==> src/rtl/qspi_flash_read_ctrl.sv <==
// qspi_flash_read_ctrl: AXI4-Lite read-only slave fetching 32-bit words from QSPI flash via Fast Read Quad I/O (EBh)
module qspi_flash_read_ctrl #(
    parameter int          FLASH_ADDR_W = 24,
    parameter int          HALF_DIV     = 2,
    parameter int          CS_HIGH_CYC  = 4,
    parameter logic [7:0]  MODE_BYTE    = 8'h00
) (
    input  logic        ACLK,
    input  logic        ARESET,
    input  logic [31:0] araddr,
    input  logic        arvalid,
    output logic        arready,
    output logic [31:0] rdata,
    output logic [1:0]  rresp,
    output logic        rvalid,
    input  logic        rready,
    output logic        CS_n,
    output logic        SCLK,
    output logic [3:0]  io_out,
    output logic [3:0]  io_oe,
    input  logic [3:0]  io_in
);
    localparam int DW = HALF_DIV > 1 ? $clog2(HALF_DIV) : 1;
    localparam int GW = $clog2(CS_HIGH_CYC + 1);
    localparam int ANIB = FLASH_ADDR_W / 4;
    localparam logic [7:0] CMD_EB = 8'hEB;

    typedef enum logic [2:0] {IDLE, CMD, ADDR, MODE, DUMMY, DATA, RESP, CS_GAP} state_t;

    state_t                  state, state_nxt;
    logic [DW-1:0]           div_cnt;
    logic [2:0]              cnt;
    logic [GW-1:0]           gap_cnt;
    logic                    sclk_q;
    logic                    cs_n_q;
    logic [FLASH_ADDR_W-1:0] addr_q;
    logic [31:0]             rdata_q;
    logic                    active, active_nxt, tick, sclk_rise, sclk_fall, last, gap_ok;
    logic                    unused_addr_hi;

    assign unused_addr_hi = ^araddr[31:FLASH_ADDR_W];
    assign active     = state inside {CMD, ADDR, MODE, DUMMY, DATA};
    assign active_nxt = state_nxt inside {CMD, ADDR, MODE, DUMMY, DATA};
    assign tick       = active && div_cnt == DW'(HALF_DIV - 1);
    assign sclk_rise  = tick && !sclk_q;
    assign sclk_fall  = tick && sclk_q;
    assign gap_ok     = gap_cnt >= GW'(CS_HIGH_CYC - 1);
    assign last       = (state == CMD)   ? cnt == 3'd7 :
                        (state == ADDR)  ? cnt == 3'(ANIB - 1) :
                        (state == MODE)  ? cnt == 3'd1 :
                        (state == DUMMY) ? cnt == 3'd3 : cnt == 3'd7;

    // State register; reset parks in CS_GAP so CS_n stays high for the minimum gap
    always_ff @(posedge ACLK or posedge ARESET) begin
        if (ARESET) state <= CS_GAP;
        else        state <= state_nxt;
    end

    // Next state: phases advance on the SCLK falling edge that ends their last cycle
    always_comb begin
        state_nxt = state;
        case (state)
            IDLE:    state_nxt = arvalid ? CMD : IDLE;
            CMD:     state_nxt = (sclk_fall && last) ? ADDR : CMD;
            ADDR:    state_nxt = (sclk_fall && last) ? MODE : ADDR;
            MODE:    state_nxt = (sclk_fall && last) ? DUMMY : MODE;
            DUMMY:   state_nxt = (sclk_fall && last) ? DATA : DUMMY;
            DATA:    state_nxt = (sclk_fall && last) ? RESP : DATA;
            RESP:    state_nxt = rready ? (gap_ok ? IDLE : CS_GAP) : RESP;
            CS_GAP:  state_nxt = gap_ok ? IDLE : CS_GAP;
            default: state_nxt = CS_GAP;
        endcase
    end

    // Datapath: SCLK divider, phase counter, address shifter, data capture, CS gap timer
    always_ff @(posedge ACLK or posedge ARESET) begin
        if (ARESET) begin
            div_cnt <= '0;
            sclk_q  <= 1'b0;
            cs_n_q  <= 1'b1;
            cnt     <= '0;
            gap_cnt <= '0;
            addr_q  <= '0;
            rdata_q <= '0;
        end else begin
            div_cnt <= (!active || tick) ? '0 : div_cnt + 1'b1;
            sclk_q  <= active && (tick ? !sclk_q : sclk_q);
            cs_n_q  <= !active_nxt;
            cnt     <= !active ? '0 : sclk_fall ? (last ? '0 : cnt + 3'd1) : cnt;
            gap_cnt <= active ? '0 : (gap_cnt == GW'(CS_HIGH_CYC)) ? gap_cnt : gap_cnt + 1'b1;
            if (state == IDLE && arvalid)
                addr_q <= araddr[FLASH_ADDR_W-1:0];
            else if (state == ADDR && sclk_fall)
                addr_q <= addr_q << 4;
            if (state == DATA && sclk_rise)
                rdata_q <= {rdata_q[27:0], io_in};
        end
    end

    // Outputs decoded from state; pad-facing CS_n and SCLK come straight from flops
    always_comb begin
        arready = state == IDLE;
        rvalid  = state == RESP;
        rresp   = 2'b00;
        rdata   = rdata_q;
        CS_n    = cs_n_q;
        SCLK    = sclk_q;
        io_oe   = (state == CMD) ? 4'b0001 : (state == ADDR || state == MODE) ? 4'hF : 4'h0;
        io_out  = (state == CMD)  ? {3'b000, CMD_EB[3'd7 - cnt]} :
                  (state == ADDR) ? addr_q[FLASH_ADDR_W-1 -: 4] :
                  (state == MODE) ? (cnt[0] ? MODE_BYTE[3:0] : MODE_BYTE[7:4]) : 4'h0;
    end
endmodule

==> config.mk <==
export PLATFORM = sky130hd
export DESIGN_NAME = qspi_flash_read_ctrl
export DESIGN_NICKNAME = d
export VERILOG_FILES = /design/src/rtl/qspi_flash_read_ctrl.sv
export SDC_FILE = /design/constraint.sdc
export NUM_CORES = 1
export LEC_CHECK = 0
export ABC_AREA = 0
export BUFFER_PORTS_ARGS = -buffer_cell sky130_fd_sc_hd__buf_4
export CORE_MARGIN = 10
export CORE_UTILIZATION = 48
export DETAILED_ROUTE_END_ITERATION = 8
export GPL_TIMING_DRIVEN = 1
export PLACE_DENSITY = 0.73
export SETUP_SLACK_MARGIN = 0.05
export SYNTH_ARGS = -nofsm -noshare
export SYNTH_HDL_FRONTEND = slang
export SYNTH_SLANG_ARGS = --single-unit
==> constraint.sdc <==
create_clock -name ACLK -period 1.91 [get_ports ACLK]
set_clock_uncertainty 0.05 [all_clocks]
set_input_delay 0.191 -clock ACLK [delete_from_list [all_inputs] [get_ports ACLK]]
set_output_delay 0.191 -clock ACLK [all_outputs]
set_load 0.01 [all_outputs]
# After elaboration in Yosys (flattened, before gate mapping)
# Memories as Yosys holds them, arrays and structs flattened.
# Cells that the tools add are included.
dict set report totals {
  reg_bits 68
  inputBits 40
  romBits 8
  output_inout_bits 46
  elab_cells 78
  mem_count 1
}
dict set report op_classes {
  addsub 4
  eq_ne 19
  order_cmp 2
  reduce_logical 17
  mux 27
}
# memory depth width read_ports rd_ports_with_merged_regs wr line_no
set mem_list {}
lappend mem_list {{(name not given)} 8 1 1 0 0 109} ;# io_out = (state == CMD) ? {3'b000, CMD_EB[3'd7 - cnt]} :
# cell count
set op_table {}
lappend op_table {{$mux 24} 2}
lappend op_table {{$eq 3x3->1 const B} 9}
lappend op_table {{$mux 3} 8}
lappend op_table {{$pmux 3 s8} 1}
lappend op_table {{$mux 4} 4}
lappend op_table {{$eq 3x2->1 const B} 5}
lappend op_table {{$mux 1} 10}
lappend op_table {{$reduce_bool 5->1} 2}
lappend op_table {{$eq 3x1->1 const B} 3}
lappend op_table {{$logic_and 1x1->1} 8}
lappend op_table {{$add 3x1->3 const B} 2}
lappend op_table {{$lt 3x4->1 const B} 1}
lappend op_table {{$mux 2} 2}
lappend op_table {{$ge 3x2->1 const B} 1}
lappend op_table {{$logic_not 1->1} 3}
lappend op_table {{$logic_not 3->1} 1}
lappend op_table {{$sub 3x3->3 const A} 1}
lappend op_table {{$logic_or 1x1->1} 2}
lappend op_table {{$ne 2x1->1 const B} 1}
lappend op_table {{$ne 2x2->1 const B} 1}
lappend op_table {{$reduce_bool 2->1} 1}
lappend op_table {{$add 1x1->1 const B} 1}

# Longest topological paths before layout
# Gate-level depths: netlist of the first run.
dict set report depth {
  depth_word 11
  depth_mapped 10
  mapped_depth_nobuf 9
}

# Worst setup path after synthesis of the first run
# Ideal clock, no wire load.
dict set report synth_path {
  path_kind {flip-flop to flip-flop}
  startpoint {register state[0]}
  endpoint {register addr_q[20]}
  t_arrival_ns 1.971
  stages_incl_launch_ff 10
  required_ns 1.732
  synth_period_minus_slack_ns 2.148
  n_path_buf 1
  setup_time_ns 0.128
  path_slack_ns -0.238
  cell_sequence {dfstp_2 -> nor3_2 -> nor2_1 -> and2_1 -> ha_1 -> inv_1 -> nor3_4 -> buf_6 -> mux2i_1 -> o21ai_0}
}
dict set report synth_via {
  word_cells_on_any_way 13
  classes_between {5 x eq/ne; 1 x mux; 7 x reduce/logical}
}
# element line_no
set synth_lines {}
lappend synth_lines {{start: declaration} 30} ;# state_t state, state_nxt;
lappend synth_lines {{start signal: assignment} 56} ;# else state <= state_nxt;
lappend synth_lines {{$logic_not 3->1 (*)} --}
lappend synth_lines {{via arready} 12} ;# output logic arready,
lappend synth_lines {{$logic_and 1x1->1 (*)} 91} ;# if (state == IDLE && arvalid)
lappend synth_lines {{$mux 24 / $reduce_bool 2->1 (equally long branches)} --}
lappend synth_lines {{end signal: assignment} 92} ;# addr_q <= araddr[FLASH_ADDR_W-1:0];
lappend synth_lines {{end signal: assignment} 94} ;# addr_q <= addr_q << 4;
lappend synth_lines {{end: declaration} 36} ;# logic [FLASH_ADDR_W-1:0] addr_q;
# Mark *: on every way through the listed nets, which the timed path passes. The rest lies on a longest branch.
# A chain may end at the register's enable or synchronous reset.

# Final worst setup path of the first run
dict set report layout_path {
  startpoint {register state[2]}
  endpoint {register addr_q[9]}
}
dict set report layout_via {
  elab_chain_cells 6
  word_cells_on_any_way 13
  classes_between {5 x eq/ne; 1 x mux; 7 x reduce/logical}
}
# element line_no
set layout_rtl {}
lappend layout_rtl {{$eq 3x1->1, or another cell as far along} 42} ;# assign active = state inside {CMD, ADDR, MODE, DUMMY, DATA};
lappend layout_rtl {{$reduce_bool 5->1} 42}
lappend layout_rtl {{$logic_and 1x1->1} 44} ;# assign tick = active && div_cnt == DW'(HALF_DIV - 1);
lappend layout_rtl {{$logic_and 1x1->1} 46} ;# assign sclk_fall = tick && sclk_q;
lappend layout_rtl {{$logic_and 1x1->1} 93} ;# else if (state == ADDR && sclk_fall)
lappend layout_rtl {{$reduce_bool 2->1 (no source line)} --}
# Several ways; a longest one is shown, not always the timed one.

==> flow_metrics.env, run 1 <==
export IMPL_status="finished with violations"
export IMPL_violations="negative setup slack"
export IMPL_rows=30
export IMPL_die_area_sq_um=10600
export IMPL_drv_cap=0
export IMPL_hold_viol=0
export IMPL_cts_tree="done"
export IMPL_slew_violations=0
export IMPL_final_area_sq_um=4690
export IMPL_yosysWarnings=0
export IMPL_worstRegToRegCells=10
export IMPL_io_pins=86
export IMPL_min_from="araddr[22]"
export IMPL_syn_area_sq_um=3300
export IMPL_io_buffers=75
export IMPL_cpMaxStageDelayCell="dfstp_2"
export IMPL_viasPerCell=5.29
export IMPL_crit_path_end_kind="flop"
export IMPL_cp_slowest_stage_delay_ns=0.57
export IMPL_synth_top_area_frac=0.486
export IMPL_yosys_top_cells_area="dfrtp_1 (49%), mux2_2 (11%), mux2i_1 (6.1%)"
export IMPL_synth_top_cell_by_area="dfrtp_1"
export IMPL_antenna_found_initial=0
export IMPL_crit_required_ns=2.08
export IMPL_critPathLaunchType="flop"
export IMPL_n_antenna_cell=0
export IMPL_timing_rr_end="addr_q[9]$_DFFE_PP0P_"
export IMPL_power_switching_uw=1900
export IMPL_cts_sinks=68
export IMPL_avgSynthCellArea_sq_um=12.0
export IMPL_max_freq_mhz=489
export IMPL_core_area_sq_um=6720
export IMPL_path_common_cell="nor3_4"
export IMPL_critPathArrivalTime_ns=2.22
export IMPL_post_dp_cell_area_sq_um=4040
export IMPL_die_w_microns=103
export IMPL_synth_cells=274
export IMPL_critical_path_class="reg2reg"
export IMPL_hold_end="addr_q[22]$_DFFE_PP0P_"
export IMPL_seq_area_frac_synth=0.518
export IMPL_clk_path_buf_depth=2
export IMPL_h_tree_depth=3
export IMPL_drt_pass1_iter_count=4
export IMPL_start_util=0.491
export IMPL_cp_cell_sequence="nor3_4 > nor2_4 > and2_4 > ha_4 > inv_4 > nor3_4 > buf_6 > clkbuf_16 > mux2i_1 > o21ai_1"
export IMPL_cts_clk_slew_worst_paths_ns=0.08
export IMPL_r2r_start="state[2]$_DFF_PP1_"
export IMPL_total_power_uw=5830
export IMPL_synth_cell_type_count=45
export IMPL_gr_usage_all_layers=0.145
export IMPL_irDropWorstVdd_mv=0.908
export IMPL_rsz0062_at_grt="true"
export IMPL_gp_congestion=0.878
export IMPL_ant_nets=0
export IMPL_relSlewSlack=0.570
export IMPL_worst_slack_ns=-0.137
export IMPL_syn_to_final_growth_pct=42.3
export IMPL_mostFrequentLayoutCell="buf_4"
export IMPL_dieHeight_microns=103
export IMPL_power_density_nw_per_um2=1240
export IMPL_async_reset_ff_frac=1.00
export IMPL_fin_crit_ns=2.05
export IMPL_worstMarginPinSlew_ns=0.644
export IMPL_switching_share=0.326
export IMPL_setup_viol=61
export IMPL_grt_pass1_wl_microns=12100
export IMPL_pwr_share_comb=0.372
export IMPL_final_cell_mix="buf_4 (96), dfrtp_1 (64), mux2_2 (29)"
export IMPL_power_frac_clock=0.245
export IMPL_cts_root_buffer_cell="clkbuf_8"
export IMPL_ys_seq_elements=68
export IMPL_synth_edf_count=0
export IMPL_postLayoutCoreUtil=0.698
export IMPL_synth_top_flop_cell="dfrtp_1"
export IMPL_p_leak_uw=0.00222
export IMPL_finalCritPeriodShare=1.07
export IMPL_p_int_uw=3930
export IMPL_overflow=0
export IMPL_vias=2488
export IMPL_drtIter0Drc=55
export IMPL_setup_tns_ns=-3.48
export IMPL_drc=0
export IMPL_nNetsFinal=435
export IMPL_clk_latency_ns=0.34
export IMPL_dp_hpwl_microns=5310
export IMPL_post_place_ws_ns=-0.0850
export IMPL_hold_depth=3
export IMPL_min_path_type="in2reg"
export IMPL_p_seq_frac=0.383
export IMPL_detail_route_wl_per_cell_microns=17.3
export IMPL_grt_max_degree=29
export IMPL_drt_wl_total_microns=8150
export IMPL_cp_max_fo=5
export IMPL_rrSetupSlack_ns=-0.14
export IMPL_numCtsBuffers=9
export IMPL_grt_pass1_vias=2565
export IMPL_drive_gt1_frac=0.503
timing repair:
item | in CTS | in global routing
gates resized for setup | 11 | 21
endpoints found under the hold margin | 28 | 0
setup buffers | 7 | 7
cloned | 1 | 5
endpoints found under the setup margin | 61 | 64
pin swaps | 2 | 14
hold buffers | 3 | 0
worst max-delay path by stage:
| stage | start | to | slack (ns) | depth (start not counted) |
|---|---|---|---|---|
| after global routing | state[0]$_DFF_PP1_ | addr_q[9]$_DFFE_PP0P_ | -0.17 | 10 |
| after detailed placement | state[1]$_DFF_PP1_ | addr_q[3]$_DFFE_PP0P_ | -0.08 | 9 |
| after global placement | state[1]$_DFF_PP1_ | addr_q[0]$_DFFE_PP0P_ | -0.06 | 9 |
| after floorplan | state[1]$_DFF_PP1_ | addr_q[10]$_DFFE_PP0P_ | -0.05 | 10 |
| final | state[2]$_DFF_PP1_ | addr_q[9]$_DFFE_PP0P_ | -0.14 | 10 |
| after CTS | state[1]$_DFF_PP1_ | addr_q[21]$_DFFE_PP0P_ | -0.04 | 10 |
cell usage after synthesis, types with 3 or more instances:
master / instances
o21ai_2: 3
and2_1: 9
o21ai_0: 16
inv_1: 11
ha_1: 10
dfstp_2: 4
nand3_1: 6
nand2_1: 26
buf_4: 7
a22o_1: 4
dfrtp_1: 64
a21oi_1: 3
buf_6: 9
nor2_1: 6
mux2_2: 31
o21ai_1: 8
mux2i_1: 20
cells by family (layout without fill, tap and decap cells):
logic type / Yosys count / after routing / synth area share
mux: 53 / 53 / 0.173
other cells: 1 / 2 / 0.00114
fa+ha+maj: 10 / 10 / 0.0380
flops: 68 / 68 / 0.518
xor+xnor: 3 / 3 / 0.00797
simple gates: 62 / 62 / 0.103
buf+inv: 29 / 144 / 0.0623
compound gates: 48 / 48 / 0.0968
power groups by stage:
stage / Sequential (uW) / Clock, uW / Combinational, uW
finish: 2230 / 1430 / 2170
global route: 2300 / 1510 / 2380
CTS: 2220 / 1450 / 1960
detailed placement: 2240 / 0 / 1860
global placement: 2220 / 0 / 1810
floorplan: 2250 / 0 / 1180
flip-flops by register name (all words and copies together), names as in the netlist:
name	flops
gap_cnt	3
CS_n	1
div_cnt	1
state	3
addr_q	24
cnt	3
rdata	32
SCLK	1
stage by stage:
stage	hold slack, ns	std cells
6_report	0.00883	470
4_1_cts	0.000155	458
3_5_place_dp	0.258	431
3_3_place_gp	0.263	431
5_1_grt	0.0152	470
2_1_floorplan	0.263	275
metal layers:
metal | GRT usage | part of all wire
met1 | 0.161 | 0.39
met2 | 0.239 | 0.49
met3 | 0.0637 | 0.11
met4 | 0.0567 | 0.015
met5 | 0 | 0
worst max-delay path, delay by kind of cell (launching register included):
| kind | cells | cell delay [ns] |
|---|---|---|
| AOI/OAI and AO/OA | 1 | 0.10 |
| DFF | 1 | 0.57 |
| and+or+nand+nor | 4 | 0.46 |
| muxes | 1 | 0.23 |
| adders and majority gates | 1 | 0.15 |
| buffers and inverters | 3 | 0.37 |
final cells by class:
cell class,count,area (sq um)
Tap cell,80,100
Sequential cell,68,1710
Clock inverter,6,111
Timing Repair Buffer,117,1070
Fill cell,498,2030
Inverter,11,47.5
Clock buffer,10,128
Multi-Input combinational cell,178,1520
Note: power is estimated with default switching activity, not from simulation.
==> inputs of run 2 (changes only) <==
Settings changed: PLACE_DENSITY 0.73 to unset, PLACE_DENSITY_LB_ADDON set to 0.3.
==> run 2 against run 1 <==
The run still ends with negative setup slack left. Flip-flop and latch count is the same. First-iteration DRC count fell by 1.8%. Combinational power grew 8%. Power fell by 1.2%. Routed wire length rose by 0.81%. Global-route usage up 0.40 points. Final cell count up 0.21%. Via count shrank 1.2%. Worst hold slack gained 0.00086 ns. Highest routed layer unchanged.
==> flow_metrics.env, run 2 (synthesis results as in run 1) <==
export IMPL_timing_rr_end="rdata[8]$_DFFE_PP0P_"
export IMPL_p_leak_uw=0.00231
export IMPL_vias=2458
export IMPL_final_area_sq_um=4710
export IMPL_detail_route_wl_per_cell_microns=17.5
export IMPL_rsz0062_at_grt="true"
export IMPL_wl_met1_microns=3430
export IMPL_setup_viol=62
export IMPL_status="finished with violations"
export IMPL_post_place_ws_ns=-0.117
export IMPL_post_place_cells=434
export IMPL_critical_path_class="reg2reg"
export IMPL_cts_tree="done"
export IMPL_max_freq_mhz=489
export IMPL_rrSetupSlack_ns=-0.13
export IMPL_drt_wl_total_microns=8220
export IMPL_io_pins=86
export IMPL_fin_crit_ns=2.04
export IMPL_setup_tns_ns=-5.57
export IMPL_stdcell_count=471
export IMPL_drtIter0Drc=54
export IMPL_drt_pass1_iter_count=4
export IMPL_wl_met3_microns=701
export IMPL_finalCritPeriodShare=1.07
export IMPL_worstRegToRegCells=8
export IMPL_drc=0
export IMPL_post_dp_cell_area_sq_um=4050
export IMPL_grt_pass1_vias=2583
export IMPL_met2_length_microns=4010
export IMPL_power_density_nw_per_um2=1220
export IMPL_hold_depth=3
export IMPL_dieHeight_microns=103
export IMPL_viasPerCell=5.22
export IMPL_gp_congestion=0.896
export IMPL_drv_cap=0
export IMPL_die_w_microns=103
export IMPL_die_area_sq_um=10600
export IMPL_worst_slack_ns=-0.134
export IMPL_cts_root_buffer_cell="clkbuf_8"
export IMPL_slew_violations=0
export IMPL_setup_worst_path_end="rdata[8]$_DFFE_PP0P_"
export IMPL_drive_gt1_frac=0.506
export IMPL_grt_pass1_wl_microns=12400
export IMPL_core_area_sq_um=6720
export IMPL_final_cell_mix="buf_4 (102), dfrtp_1 (64), mux2_4 (32)"
export IMPL_regArea_sq_um=1710
export IMPL_ant_nets=0
export IMPL_clk_latency_ns=0.34
export IMPL_critPathLaunchType="flop"
export IMPL_gr_usage_all_layers=0.149
export IMPL_mostFrequentLayoutCell="buf_4"
export IMPL_crit_required_ns=2.09
export IMPL_violations="negative setup slack"
export IMPL_io_buffers=75
export IMPL_dp_hpwl_microns=5430
export IMPL_fillers=496
export IMPL_rows=30
export IMPL_min_path_type="in2reg"
export IMPL_antenna_found_initial=0
export IMPL_h_tree_depth=3
export IMPL_crit_path_end_kind="flop"
export IMPL_critPathArrivalTime_ns=2.22
export IMPL_cts_clk_slew_worst_paths_ns=0.08
export IMPL_irDropWorstVdd_mv=0.747
export IMPL_numCtsBuffers=9
export IMPL_overflow=0
export IMPL_syn_to_final_growth_pct=43.1
export IMPL_r2r_start="state[2]$_DFF_PP1_"
export IMPL_crit_start="state[2]$_DFF_PP1_"
export IMPL_largest_reg_flops=32
export IMPL_routed_top_layer="met4"
export IMPL_hold_viol=0
export IMPL_n_antenna_cell=0
export IMPL_nNetsFinal=436
export IMPL_multi_input_area_sq_um=1620
export IMPL_cts_sinks=68
export IMPL_start_util=0.491
export IMPL_cp_max_fo=7
export IMPL_grt_max_degree=41
export IMPL_clk_path_buf_depth=2
[run 2: timing repair]
item                                    in CTS  in global routing
setup buffers                                9                  7
hold buffers                                 1                  0
cloned                                       2                  3
gates resized for setup                     12                 45
pin swaps                                    5                  6
endpoints found under the setup margin      63                 68
endpoints found under the hold margin       10                  0
[run 2: report_power, final]
part,internal (uW),switching (uW)
sequential,1910,335
clock,604,579
combinational,1290,1050
[run 2: per-layer routing]
metal  global-route usage  up-vias
met5                    0        -
met4               0.0535        0
met3               0.0643       11
met2                0.240       74
met1                0.172     1207
li1                     -     1166
[run 2: worst max-delay path, cell delays in order, from the launching register on]
cell	delay, ns
dfstp_2	0.57
and2_4	0.17
nor2_4	0.05
and2_4	0.16
buf_4	0.14
ha_4	0.15
nand3_4	0.15
clkbuf_16	0.20
mux2_4	0.29
[run 2: how the worst min path moves through the flow]
stage | start | to
after global routing | araddr[6] | addr_q[6]$_DFFE_PP0P_
after global placement | ARESET | addr_q[6]$_DFFE_PP0P_
final | araddr[5] | addr_q[5]$_DFFE_PP0P_
after CTS | araddr[15] | addr_q[15]$_DFFE_PP0P_
after floorplan | araddr[10] | addr_q[10]$_DFFE_PP0P_
after detailed placement | ARESET | addr_q[6]$_DFFE_PP0P_
[run 2: area by class of cell]
class,instances,area share
Timing Repair Buffer,118,0.222
Sequential cell,68,0.362
Clock inverter,6,0.0135
Tap cell,80,0.0212
Inverter,11,0.0101
Clock buffer,10,0.0271
Multi-Input combinational cell,178,0.344
[run 2: through the flow]
step / hold WS (ns) / utilization / total power, uW
6_report: 0.00969 / 0.702 / 5770
5_1_grt: 0.00306 / 0.702 / 6120
4_1_cts: 0.00352 / 0.659 / 5430
3_5_place_dp: 0.122 / 0.603 / 4150
3_3_place_gp: 0.116 / 0.603 / 4060
2_1_floorplan: 0.263 / - / 3430
==> inputs of run 3 (changes only) <==
Settings changed: CORE_UTILIZATION 48 to 50.
Clock period 1.91 ns to 2 ns, I/O delays scaled along.
==> run 3 against run 2 <==
Clock power fell by 4%. Largest power group is now sequential cells. The flow still finishes with violations (negative setup slack). First-iteration DRC count rose by 54%. Critical endpoint is now state[0]$_DFF_PP1_. Maximum frequency fell by 3.4%. Flip-flop and latch count did not move. Power fell by 6.3%. Final cell count fell by 1.1%. Non-clock buffer count fell by 2. Worst hold slack improved by 0.020 ns. Combinational power fell by 9.0%. Highest routed layer unchanged.
==> flow_metrics.env, run 3 (synthesis results as in run 1) <==
export IMPL_cp_max_fo=4
export IMPL_io_buffers=75
export IMPL_violations="negative setup slack"
export IMPL_cpMaxStageDelayCell="dfstp_2"
export IMPL_hold_viol=0
export IMPL_power_density_nw_per_um2=1170
export IMPL_numCtsBuffers=9
export IMPL_cts_root_buffer_cell="clkbuf_8"
export IMPL_total_power_uw=5400
export IMPL_syn_to_final_growth_pct=40.3
export IMPL_mostFrequentLayoutCell="buf_4"
export IMPL_detail_route_wl_per_cell_microns=17.3
export IMPL_post_dp_cell_area_sq_um=4020
export IMPL_final_area_sq_um=4620
export IMPL_gp_congestion=0.890
export IMPL_cts_sinks=68
export IMPL_fin_crit_ns=2.12
export IMPL_crit_start="state[1]$_DFF_PP1_"
export IMPL_timing_rr_end="state[0]$_DFF_PP1_"
export IMPL_rsz0062_at_grt="true"
export IMPL_die_area_sq_um=10200
export IMPL_crit_path_end_kind="flop"
export IMPL_final_cell_mix="buf_4 (96), dfrtp_1 (64), mux2_2 (31)"
export IMPL_start_util=0.516
export IMPL_dieHeight_microns=101
export IMPL_clk_path_buf_depth=2
export IMPL_io_pins=86
export IMPL_hold_depth=3
export IMPL_post_place_ws_ns=-0.0129
export IMPL_h_tree_depth=3
export IMPL_irDropWorstVdd_mv=0.993
export IMPL_largest_reg_flops=32
export IMPL_whs_ns=0.0300
export IMPL_vias=2496
export IMPL_n_antenna_cell=0
export IMPL_finalCritPeriodShare=1.06
export IMPL_cp_slowest_stage_delay_ns=0.59
export IMPL_grt_pass1_wl_microns=12100
export IMPL_nNetsFinal=434
export IMPL_worstMarginPinSlew_ns=0.642
export IMPL_setup_worst_path_end="state[0]$_DFF_PP1_"
export IMPL_worst_slack_ns=-0.115
export IMPL_relSlewSlack=0.561
export IMPL_cts_tree="done"
export IMPL_max_freq_mhz=473
export IMPL_core_area_sq_um=6390
export IMPL_viasPerCell=5.36
export IMPL_rrSetupSlack_ns=-0.12
export IMPL_overflow=0
export IMPL_gr_usage_all_layers=0.145
export IMPL_die_w_microns=101
export IMPL_drtIter0Drc=83
export IMPL_critical_path_class="reg2reg"
export IMPL_critPathArrivalTime_ns=2.34
export IMPL_grt_max_degree=69
export IMPL_p_leak_uw=0.00220
export IMPL_drc=0
export IMPL_grt_pass1_vias=2549
export IMPL_r2r_start="state[1]$_DFF_PP1_"
export IMPL_min_path_type="in2reg"
export IMPL_cp_cell_sequence="nor3_4 > nor2_4 > and2_4 > ha_4 > inv_4 > a2111oi_0 > a21bo_1 > or2_1"
export IMPL_status="finished with violations"
export IMPL_antenna_found_initial=0
export IMPL_clk_latency_ns=0.33
export IMPL_critPathLaunchType="flop"
export IMPL_slew_violations=0
export IMPL_rows=29
export IMPL_worstRegToRegCells=8
export IMPL_drt_pass1_iter_count=4
export IMPL_cts_clk_slew_worst_paths_ns=0.07
export IMPL_drive_gt1_frac=0.501
export IMPL_ant_nets=0
export IMPL_drt_wl_total_microns=8070
export IMPL_crit_required_ns=2.23
export IMPL_drv_cap=0
export IMPL_setup_viol=13
export IMPL_dp_hpwl_microns=5270
export IMPL_setup_tns_ns=-0.321
==> run 3: changes by cell type in the layout (fill, tap and decap cells not counted), moves of 2 or more <==
cell / before / now
mux2_4: 32 / 0
mux2_2: 1 / 31
buf_4: 102 / 96
buf_12: 4 / 6
clkbuf_16: 2 / 4
inv_1: 8 / 6
mux2_1: 0 / 2
mux2i_1: 19 / 17
mux2i_2: 1 / 3
o22ai_1: 0 / 2
o22ai_2: 2 / 0
==> run 3: worst min path at each step <==
stage / startpoint / to / slack [ns]
2_1_floorplan: araddr[10] / addr_q[10]$_DFFE_PP0P_ / 0.27
3_3_place_gp: ARESET / addr_q[4]$_DFFE_PP0P_ / 0.28
3_5_place_dp: ARESET / addr_q[4]$_DFFE_PP0P_ / 0.28
4_1_cts: araddr[18] / addr_q[18]$_DFFE_PP0P_ / 0.01
5_1_grt: io_in[1] / rdata[1]$_DFFE_PP0P_ / 0.02
6_report: araddr[18] / addr_q[18]$_DFFE_PP0P_ / 0.03
==> run 3: report_power, final <==
group	internal, uW	switching (uW)
Combinational	1150	977
Clock	607	525
Sequential	1820	319
==> run 3: area by class of cell <==
class | count | area [sq um]
Clock buffer | 10 | 138
Clock inverter | 6 | 63.8
Fill cell | 455 | 1760
Inverter | 11 | 51.3
Multi-Input combinational cell | 178 | 1480
Sequential cell | 68 | 1710
Tap cell | 77 | 96.3
Timing Repair Buffer | 116 | 1090
==> run 3: layer usage <==
metal,global-route usage,vias up,part of all wire
li1,-,1176,-
met1,0.166,1204,0.40
met2,0.240,101,0.50
met3,0.0674,15,0.091
met4,0.0407,0,0.013
met5,0,-,0
==> run 3: per-stage QoR <==
stage	std cells	util
after CTS	449	0.679
after detailed placement	426	0.630
after floorplan	275	-
after global placement	426	0.630
final	466	0.724
after global routing	466	0.724
==> run 3: critical path, delay by kind of cell (launching register included) <==
kind	cells	cell delay, ns
compound gates	2	0.75
fa+ha+maj	1	0.15
simple gates	4	0.47
buf+inv	1	0.05
flops	1	0.59
==> run 3: repair_timing <==
action / in CTS / in global routing
buffers inserted: 4 / 12
cloned: 2 / 5
endpoints found under the setup margin: 29 / 63
hold endpoints to repair: 64 / 0
gates resized for setup: 6 / 20
pin swaps: 2 / 5
hold buffers: 1 / 0
